--- src/rtl/serial_display_receiver.sv ---
// rtl/serial_display_receiver.sv - three-wire display stream receiver with frame length check
// Oversamples serial/sclk/latch, rebuilds frames MSB-first, flags short, long and stalled frames.
module serial_display_receiver #(
  parameter int FRAME_BITS = 48,
  parameter int TIMEOUT    = 1024
) (
  input  logic                  clk,
  input  logic                  rst,
  input  logic                  serial_in,
  input  logic                  sclk_in,
  input  logic                  latch_in,
  output logic [FRAME_BITS-1:0] frame,
  output logic                  frame_valid,
  output logic                  frame_err,
  output logic                  busy
);
  localparam int CW = $clog2(FRAME_BITS + 2);
  localparam int TW = $clog2(TIMEOUT + 1);
  localparam logic [CW-1:0] CNT_FULL  = CW'(FRAME_BITS);
  localparam logic [CW-1:0] CNT_OVER  = CW'(FRAME_BITS + 1);
  localparam logic [TW-1:0] IDLE_LAST = TW'(TIMEOUT - 1);

  typedef enum logic [1:0] {S_IDLE, S_SHIFT, S_OVERRUN} state_e;

  // Bit order in the synchronizer vectors: {serial, sclk, latch}.
  logic [2:0]            meta_q, sync_q;
  logic [1:0]            hist_q;
  logic                  sclk_rise_q, latch_rise_q, data_q;
  state_e                state_q, state_d;
  logic [CW-1:0]         count_q, count_d, cnt_shift;
  logic [TW-1:0]         idle_q, idle_d;
  logic [FRAME_BITS-1:0] shift_q, shift_d, frame_q, frame_d;
  logic                  valid_q, valid_d, err_q, err_d, busy_q, busy_d;
  logic                  timeout;

  assign timeout = (state_q != S_IDLE) && !sclk_rise_q && (idle_q == IDLE_LAST);

  always_ff @(posedge clk) begin
    if (rst) begin
      state_q <= S_IDLE;
    end else begin
      state_q <= state_d;
    end
  end

  always_comb begin
    state_d = state_q;
    if (latch_rise_q || timeout) begin
      state_d = S_IDLE;
    end else if (sclk_rise_q) begin
      case (state_q)
        S_IDLE:  state_d = S_SHIFT;
        S_SHIFT: if (count_q == CNT_FULL) state_d = S_OVERRUN;
        default: state_d = state_q;
      endcase
    end
  end

  // The shift is applied before the length check so a bit and latch in one cycle still count.
  always_comb begin
    shift_d   = shift_q;
    cnt_shift = count_q;
    if (sclk_rise_q) begin
      shift_d = {shift_q[FRAME_BITS-2:0], data_q};
      if (count_q != CNT_OVER) cnt_shift = count_q + CW'(1);
    end
    count_d = cnt_shift;
    frame_d = frame_q;
    valid_d = 1'b0;
    err_d   = 1'b0;
    if (latch_rise_q) begin
      count_d = '0;
      if (cnt_shift == CNT_FULL) begin
        frame_d = shift_d;
        valid_d = 1'b1;
      end else begin
        err_d = 1'b1;
      end
    end else if (timeout) begin
      count_d = '0;
      err_d   = 1'b1;
    end
    idle_d = '0;
    if (!sclk_rise_q && !latch_rise_q && !timeout && state_q != S_IDLE) idle_d = idle_q + TW'(1);
    busy_d = (count_d != '0);
  end

  always_ff @(posedge clk) begin
    if (rst) begin
      meta_q       <= '0;
      sync_q       <= '0;
      hist_q       <= '0;
      sclk_rise_q  <= 1'b0;
      latch_rise_q <= 1'b0;
      data_q       <= 1'b0;
      count_q      <= '0;
      idle_q       <= '0;
      shift_q      <= '0;
      frame_q      <= '0;
      valid_q      <= 1'b0;
      err_q        <= 1'b0;
      busy_q       <= 1'b0;
    end else begin
      meta_q       <= {serial_in, sclk_in, latch_in};
      sync_q       <= meta_q;
      hist_q       <= sync_q[1:0];
      sclk_rise_q  <= sync_q[1] & ~hist_q[1];
      latch_rise_q <= sync_q[0] & ~hist_q[0];
      data_q       <= sync_q[2];
      count_q      <= count_d;
      idle_q       <= idle_d;
      shift_q      <= shift_d;
      frame_q      <= frame_d;
      valid_q      <= valid_d;
      err_q        <= err_d;
      busy_q       <= busy_d;
    end
  end

  assign frame       = frame_q;
  assign frame_valid = valid_q;
  assign frame_err   = err_q;
  assign busy        = busy_q;

endmodule

--- config.mk ---
export PLATFORM = sky130hd
export DESIGN_NAME = serial_display_receiver
export DESIGN_NICKNAME = d
export VERILOG_FILES = /design/src/rtl/serial_display_receiver.sv
export SDC_FILE = /design/constraint.sdc
export NUM_CORES = 1
export LEC_CHECK = 0
export ABC_AREA = 1
export CAP_MARGIN = 20
export CORE_AREA = 2 2 121 111
export DETAILED_ROUTE_END_ITERATION = 12
export DIE_AREA = 0 0 123 113
export GPL_TIMING_DRIVEN = 1
export SLEW_MARGIN = 20
export SYNTH_ARGS = -nofsm -noshare
export SYNTH_HDL_FRONTEND = slang
export SYNTH_SLANG_ARGS = --single-unit
--- constraint.sdc ---
create_clock -name clk -period 2 [get_ports clk]
set_input_delay 0.4 -clock clk [delete_from_list [all_inputs] [get_ports clk]]
set_output_delay 0.4 -clock clk [all_outputs]
set_load 0.02 [all_outputs]
==> results of run 1 <==
## placed cells by master, fill, tap and decap left out, types with 6 or more instances in the layout
master             n
nand3_1           51
buf_4              8
nand3_2           12
dfxtp_1          126
inv_1             31
clkbuf_16         20
nor3_1             6
nor2_1           175
clkdlybuf4s50_1   54
o21ai_0            6
mux2i_1           44
a21oi_1            8
nand2_1           81
buf_12             7
## worst max-delay path by stage
stage	to	slack (ps)	cells past startpoint
after global routing	frame[12]$_SDFFE_PP0P_	-20	10
after detailed placement	frame[47]$_SDFFE_PP0P_	90	12
after global placement	busy$_SDFF_PP0_	140	11
after CTS	frame[2]$_SDFFE_PP0P_	50	12
final	frame[2]$_SDFFE_PP0P_	160	10
after floorplan	frame[46]$_SDFFE_PP0P_	250	14
## cell type report
type                            count  area (µm²)
Fill cell                        1228        6160
Sequential cell                   129        2590
Multi-Input combinational cell    408        2090
Timing Repair Buffer               74         832
Clock buffer                       23         488
Tap cell                          164         205
Inverter                           33         124
Clock inverter                      9         105
## flip-flops by register name (all words and copies together), names as in the netlist, 2 cells and up
name	cells
hist_q	2
meta_q	3
state_q	2
frame	48
idle_q	11
shift_q	48
count_q	6
sync_q	3
## power by group through the flow
stage               sequential [W]  clock, W  combinational, W
CTS                        0.00259   0.00312          0.000168
global placement           0.00265         0          0.000165
global route               0.00260   0.00324          0.000190
detailed placement         0.00265         0          0.000167
floorplan                  0.00265         0          0.000123
finish                     0.00260   0.00305          0.000169
## per-stage QoR
stage          power [W]  worst slack (ps)  instance area (µm²)
2_1_floorplan    0.00277               252                 4950
3_3_place_gp     0.00281               141                 5680
3_5_place_dp     0.00282              87.7                 5680
4_1_cts          0.00589              48.6                 6270
5_1_grt          0.00603             -19.6                 6430
6_report         0.00582               163                 6430
## per-layer routing
metal	share of wire (%)	GRT usage (%)	wire length, µm	up-vias
met5	0	0	0	-
met4	1.3	7.58	142	0
met3	3.7	4.74	394	10
met2	47	25.9	5000	56
met1	48	19.2	5040	1816
li1	-	-	-	2029
## synthesized netlist by cell type (all sizes together) (2+ instances only)
master	count
or2	2
nand2	83
nor3	6
nand4	2
nor2	180
a21oi	8
mux2i	44
buf	25
clkbuf	10
inv	32
xor2	3
dfxtp	129
nand3	63
o21ai	7
ha	4
## what timing repair did
item | 4_1_cts | 5_1_grt
setup buffers | 0 | 4
gates resized for setup | 0 | 10
endpoints found under the setup margin | 0 | 69
## cell families after synthesis
logic type	Yosys count	share of synthesized area, %
muxes	44	8.90
buffers and inverters	68	6.35
DFF	129	52.2
xor gates and xnor gates	4	0.708
and+or+nand+nor	340	29.2
adders and majority gates	4	1.01
AOI/OAI and AO/OA	16	1.64
## worst register-to-register path, delay by kind of cell, from the launching register on
kind,cells,cell delay (ps)
AND/OR/NAND/NOR,9,1080
buffers and inverters,1,200
flip-flops,1,440
==> impl_metrics.json, run 1 <==
{
  "status": "finished, final reports clean",
  "globalRoute.totalOverflow": 0,
  "setup_violations": 0,
  "start_kind": "flop",
  "timing_max_transition_violations_final": 0,
  "pwr-share-comb_pct": 2.9,
  "r2r_slack_ps": 160,
  "worstHoldPathType": "reg -> reg",
  "ys_async_sr_fraction_pct": 0,
  "critical_path_buf_inv_count": 1,
  "fin_skew_ps": 6.45,
  "cts-buffers-inserted": 17,
  "grt_max_degree": 61,
  "ant_nets": 0,
  "switching_share_pct": 20.8,
  "cts_tree": "yes",
  "syn_area_per_cell_um2": 8.18,
  "max-clock-path-buffers": 2,
  "die_x_um": 123,
  "drc": 0,
  "grt_usage_pct": 15.9,
  "fin_worst_hold_slack_ps": 386,
  "clock_sinks": 129,
  "cp_top_family": "simple AND/OR/NAND/NOR gates",
  "p_sw_w": 0.00121,
  "dp.cells": 801,
  "synth_top_area_cell": "dfxtp_1",
  "leakage_nw": 2.42,
  "power.internal_w": 0.00460,
  "r2r-start": "sclk_rise_q$_SDFF_PP0_",
  "setup.worst_path.class": "reg -> reg",
  "ys.flop_type": "dfxtp_1",
  "hold_viol": 0,
  "htree_levels": 4,
  "antenna_found_initial": 0,
  "hold_buffers": 0,
  "area.growth.synth_to_final_pct": 30.0,
  "ir_drop_v": 0.000475,
  "drv_cap": 0,
  "path_cells": "nand2_1 -> nor2_2 -> nand3_1 -> nand2_1 -> nand3_1 -> nor2_4 -> buf_12 -> nand3_1 -> nand2_1 -> nor2_1",
  "clk_latency_ps": 420,
  "die_area_um2": 13900,
  "slowest_stage": "dfxtp_2",
  "fin_crit_ps": 1840,
  "crit_arrival_ps": 2140,
  "wirelength_mm": 10.6,
  "min_from": "hist_q[1]$_SDFF_PP0_",
  "worst-path-max-fanout": 28,
  "synth_top_area_share_pct": 52.2,
  "pwr-share-seq_pct": 44.6,
  "syn_inst": 605,
  "hpwl_mm": 6.67,
  "p_clk_share_pct": 52.5,
  "vias_per_cell": 4.66,
  "syn_nets": 614,
  "yosysUniqueCellTypes": 28,
  "slew-limit-headroom_pct": 61.6,
  "crit_start": "sclk_rise_q$_SDFF_PP0_",
  "synth-edff-count": 0,
  "clock.fmax_mhz": 544,
  "dr.first_iter.drc_count": 164,
  "cp-end-kind": "flop",
  "fin_cells": 840,
  "diodes": 0,
  "wl_per_cell_um": 12.6,
  "grt_pass1_wl_mm": 17.4,
  "path_clk_slew_ps": 50,
  "yosys-top-cells-area": "dfxtp_1 52%, nor2_1 13%, mux2i_1 8.9%",
  "vias": 3911,
  "utilization_pct": 51.1,
  "powerDensity_nw_per_um2": 905,
  "core_um2": 12600,
  "io_buffers": 55,
  "layout-drive-gt1-share_pct": 11.4,
  "crit_required_ps": 2310,
  "yosysSeqAreaShare_pct": 52.2,
  "synth_warnings": 0,
  "syn_area_um2": 4950,
  "ys_ff_latch": 129,
  "drt_first_pass_iters": 4,
  "initial_utilization_pct": 39.3,
  "finalCritPeriodShare_pct": 91.9,
  "die_h_um": 113,
  "max_slew.worst_pin.slew_ps": 576,
  "max_stage_delay_ps": 440,
  "min_delay_worst_endpoint": "sclk_rise_q$_SDFF_PP0_",
  "tns_ps": 0,
  "fin_nets": 672,
  "row_count": 39,
  "routabilityCongestion": 0.873,
  "hold_depth": 1,
  "cts_root_buf": "clkbuf_16",
  "r2r-end": "frame[2]$_SDFFE_PP0P_",
  "ios": 56,
  "grt_pass1_vias": 3853,
  "reg2regPathDepth": 10
}
No activity file was read; power rests on OpenSTA's default activity.
==> run 2: changes to the inputs <==
--- a/config.mk
+++ b/config.mk
@@ -8,6 +8,7 @@
 export ABC_AREA = 1
 export CAP_MARGIN = 20
 export CORE_AREA = 2 2 121 111
+export CTS_CLUSTER_DIAMETER = 60
 export DETAILED_ROUTE_END_ITERATION = 12
 export DIE_AREA = 0 0 123 113
 export GPL_TIMING_DRIVEN = 1
==> results of run 2 <==
Final layout, timing and power as in run 1 (identical DEF).
==> edit 1 (settings of run 1) <==
Register the output `frame_err` once more, without a reset; this adds one clock of latency there. The other outputs are not delayed to match.
--- a/src/rtl/serial_display_receiver.sv
+++ b/src/rtl/serial_display_receiver.sv
@@ -119,7 +119,9 @@
 
   assign frame       = frame_q;
   assign frame_valid = valid_q;
-  assign frame_err   = err_q;
+  always_ff @(posedge clk) begin
+    frame_err <= err_q;
+  end
   assign busy        = busy_q;
 
 endmodule
Function: changed (Yosys sat finds a counterexample within 10 cycles, from zero or initial values and one cycle with rst high).
==> edit 1 against run 1 <==
- wire length is 4.0% lower
- worst hold slack lost 60 ps
- total power shrank 2.3%
- cell area is 0.90% lower
- critical path depth rose by 1
- critical path type unchanged
- worst setup slack worse by 23 ps
- sequential cell count up 1
- clock skew about the same
- highest routed layer unchanged
- first-iteration DRC count is 13% higher
- area after synthesis increased by 0.40%
==> edit 1: results (changes against run 1) <==
HPWL after detailed placement=6690 µm (+0.22%); endpoint of the most critical setup path=frame[0]; top cells by area, synth=dfxtp_1 (52%), nor2_1 (13%), mux2i_1 (8.9%), nand2_1 (6.3%), nand3_1 (5.3%); weighted congestion reported at the end of routability-driven placement=0.825 (-5.5%); most common library cells after synthesis=nor2_1 (177), dfxtp_1 (130), nand2_1 (83); PortBufs=55 (unchanged); clk_skew=5.97 ps (-0.480 ps); ratio of cells with drive above 1 in the final layout=0.0994 (-0.0145); wire length of the first global-routing pass=16800 µm (-3.7%); number of global-route vias before repair=3606 (-6.4%); number of optimization iterations in the first detailed-route pass=5 (+1); share of flip-flops with an asynchronous set or reset after synthesis=0 (unchanged); max-cap violations=0 (unchanged); share of synthesized area occupied by flip-flops and latches=0.524 (+0.00193); maximum number of pins on one net before global-route repair=37 (-39%); Max-Slew Margin vs Limit=0.680 (+0.0645); number of buffers added by the clock tree synthesis step=17 (unchanged); global-route usage over all layers=0.154 (-0.00513); run status=complete, no violations; biggest fanout along the worst timing path=35 (+25%); ANT nets after route=0 (unchanged); initial antenna violation count=0 (unchanged); Reg2Reg Depth=11 (+1); via count=3924 (+0.33%); wire length reported by the detailed router=10200 µm (-4.0%); classification of the worst-slack hold path=flip-flop to flip-flop; Iter 0 DRT Violations=185 (+13%); Yosys cell types=28 (unchanged); static leakage=2.40 nW (-0.65%); maximum VDD drop=552 µV (+16%); RR Startpoint=count_q[0]; number of levels the H-tree was split into=4 (unchanged); nets@finish=671 (-0.15%); number of inserted diodes=0 (unchanged); critical path launch point type=flip-flop; Main synth FF type=dfxtp_1; setup slack of the worst register-to-register path=140 ps (-20 ps); Reg clk slew, reported paths=50 ps (about the same); number of buffers between clock root and the deepest sink=2 (unchanged); synthesized net count=615 (+0.16%); arrival time at the worst endpoint=2170 ps (+30 ps)
-- edit 1: cell count changes after synthesis, sizes merged --
cell and delta:
dfxtp +1
-- edit 1: through the flow --
stage                     utilization  instances  instance area (µm²)  setup WS [ps]
after CTS                       0.496        834                 6250           66.5
after global routing            0.506        838                 6370           2.08
final                           0.506        838                 6370            139
after global placement          0.452        803                 5690            142
after floorplan                     -        606                 4970            252
after detailed placement        0.452        803                 5690           85.3
-- edit 1: logic make-up (layout without fill, tap and decap cells) --
group,count (synthesis),in the layout,share of synthesized area
multiplexers,44,44,0.0887
adder cells (fa/ha/maj),4,4,0.0101
buffers and inverters,68,136,0.0632
AND/OR/NAND/NOR,340,340,0.291
flip-flops,130,130,0.524
XOR/XNOR,4,4,0.00705
AO/OA/AOI/OAI,16,16,0.0164
-- edit 1: critical path: stages, from the launching register on --
cell	delay [ps]
dfxtp_2	370
ha_1	190
nand3_1	130
nor2_1	120
nand2_1	70
nand2_1	130
nand3_1	130
nor2_4	150
buf_12	210
nand3_1	100
nand2_1	80
nor2_1	40
-- edit 1: area by class of cell --
type,instances,area (µm²)
Tap cell,164,205
Clock buffer,26,509
Inverter,33,124
Multi-Input combinational cell,408,2080
Fill cell,1205,6220
Timing Repair Buffer,72,800
Clock inverter,5,50.0
Sequential cell,130,2610
-- edit 1: metal layers --
layer / vias to the layer above / track usage / routed length, µm
li1: 2039 / - / -
met1: 1792 / 0.198 / 5100
met2: 82 / 0.233 / 4480
met3: 11 / 0.0615 / 441
met4: 0 / 0.0545 / 125
met5: - / 0 / 0
-- edit 1: how the worst min path moves through the flow --
stage           from   endpoint  slack (ps)  depth (start not counted)
2_1_floorplan  err_q  frame_err         310                          0
3_3_place_gp   err_q  frame_err         320                          0
3_5_place_dp   err_q  frame_err         310                          0
4_1_cts        err_q  frame_err         330                          0
5_1_grt        err_q  frame_err         350                          0
6_report       err_q  frame_err         330                          0
-- edit 1: power breakdown --
part	internal, mW	switching, mW
Clock	1.86	1.04
Combinational	0.0600	0.111
Sequential	2.61	0.00778
-- edit 1: repair_timing --
item,CTS,global route
setup buffers,0,2
hold endpoints to repair,0,0
gates resized for setup,0,9
endpoints found under the setup margin,0,62
==> edit 2 (config.mk and constraints of run 1) <==
Without the edit above. `TIMEOUT`: 1024 -> 512.
--- a/src/rtl/serial_display_receiver.sv
+++ b/src/rtl/serial_display_receiver.sv
@@ -2,7 +2,7 @@
 // Oversamples serial/sclk/latch, rebuilds frames MSB-first, flags short, long and stalled frames.
 module serial_display_receiver #(
   parameter int FRAME_BITS = 48,
-  parameter int TIMEOUT    = 1024
+  parameter int TIMEOUT    = 512
 ) (
   input  logic                  clk,
   input  logic                  rst,
Function: no difference found for any inputs over 10 cycles, from zero or initial values and one cycle with rst high; that may be too few to reach the edited logic, so the function may still have changed.
==> edit 2 against run 1 <==
- first-iteration DRC count increased by 36%
- highest routed layer unchanged
- cell area grew 1.2%
- fmax increased by 0.83%
- clock power rose by 11%
- area after synthesis is 3.9% higher
- wire length is 1.9% lower
- combinational power shrank 23%
- synthesized cell count grew 16%
- sequential cell count decreased by 1
- total power grew 4.8%
- critical endpoint is now frame[47]
- worst setup slack improved by 15 ps
==> edit 2: results (changes against run 1) <==
run status=complete, no violations; Max-Slew Margin vs Limit=0.600 (-0.0163); nets@finish=768 (+14%); worst hold margin=395 ps (+8.35 ps); HPWL after detailed placement=6860 µm (+2.9%); Mean Syn Cell Area=7.30 µm² (-11%); arrival time at the worst endpoint=1420 ps (-720 ps); Yosys cell types=27 (-3.6%); wire length reported by the detailed router=10400 µm (-1.9%); Reg2Reg Depth=14 (+4); crit-path leading delay family=buffers and inverters; vias per std cell=4.48 (-3.7%); RR Startpoint=count_q[1]; setup slack of the worst register-to-register path=200 ps (+40 ps); clk_skew=5.86 ps (-0.592 ps); Worst Min Path Start=sync_q[2]; # placed instances=904 (+13%); ratio of cells with drive above 1 in the final layout=0.101 (-0.0129); share of synthesized area occupied by flip-flops and latches=0.499 (-0.0233); global-route usage over all layers=0.162 (+0.00345); met3 Track Usage GR=0.0428 (-0.00454); weighted congestion reported at the end of routability-driven placement=0.759 (-13%); Hold Path Stages=2 (+1); static leakage=2.71 nW (+12%); worst setup slack before clock tree synthesis=137 ps (+48.8 ps); synthesized net count=713 (+16%); met2 Track Usage GR=0.270 (+0.0110); master of the slowest instance on the critical path=clkdlybuf4s50_1; count of non-filler cells in the finished layout=936 (+11%); Slowest Stage Delay on Critical Path=630 ps (+190 ps); Setup Buffers After CTS=0 (unchanged); number of levels the H-tree was split into=4 (unchanged); number of global-route vias before repair=3972 (+3.1%); reg-to-reg critical path endpoint=frame[36]; met1 routing resource usage after global routing=0.195 (+0.00351); top cells by area, synth=dfxtp_1 (50%), nor2_1 (13%), nand2_1 (10%), inv_1 (6.9%), o21ai_0 (3.7%); number of buffers added by the clock tree synthesis step=17 (unchanged); biggest fanout along the worst timing path=2 (-93%); Worst Hold Path EP=data_q
## edit 2: power by group
group / switching, mW / leakage, nW / internal [mW] / total (mW)
Clock: 1.08 / 0.320 / 2.30 / 3.38
Combinational: 0.0894 / 1.35 / 0.0407 / 0.130
Sequential: 0.0115 / 1.03 / 2.57 / 2.58
Total: 1.18 / 2.71 / 4.92 / 6.10
## edit 2: repair_timing
item,in CTS,in global routing
hold endpoints to repair,0,0
endpoints found under the setup margin,0,38
gates resized for setup,0,5
## edit 2: final cells by class
| class | instances | area, µm² |
|---|---|---|
| fillers | 1225 | 6080 |
| flip-flops and latches | 128 | 2570 |
| multi-input cells | 441 | 2010 |
| repair buffers | 69 | 687 |
| clock buffers | 22 | 474 |
| inverters | 102 | 383 |
| well taps | 164 | 205 |
| clock inverters | 10 | 181 |
## edit 2: worst max-delay path by stage
stage / startpoint / to / slack, ps
5_1_grt: count_q[1] / frame[45] / 10
4_1_cts: count_q[0] / frame[23] / 120
2_1_floorplan: count_q[0] / frame[24] / 310
3_3_place_gp: count_q[0] / frame[23] / 180
3_5_place_dp: count_q[0] / frame[23] / 140
6_report: frame[47] / frame[47] / 180
## edit 2: cell families after synthesis
family / count (synthesis) / share of synthesized area
muxes: 12 / 0.0234
buffers and inverters: 135 / 0.111
and+or+nand+nor: 378 / 0.309
DFF: 128 / 0.499
AOI/OAI and AO/OA: 43 / 0.0419
adders and majority gates: 4 / 0.00974
xor gates and xnor gates: 4 / 0.00682
## edit 2: stage by stage
| stage | power, mW | util |
|---|---|---|
| after floorplan | 2.73 | - |
| after global placement | 2.77 | 0.463 |
| after detailed placement | 2.77 | 0.463 |
| after CTS | 6.16 | 0.516 |
| after global routing | 6.29 | 0.517 |
| final | 6.10 | 0.517 |
## edit 2: routing by layer
layer | share of wire | vias up
met5 | 0 | -
met4 | 0.019 | 0
li1 | - | 2223
met3 | 0.038 | 16
met2 | 0.46 | 74
met1 | 0.48 | 1883
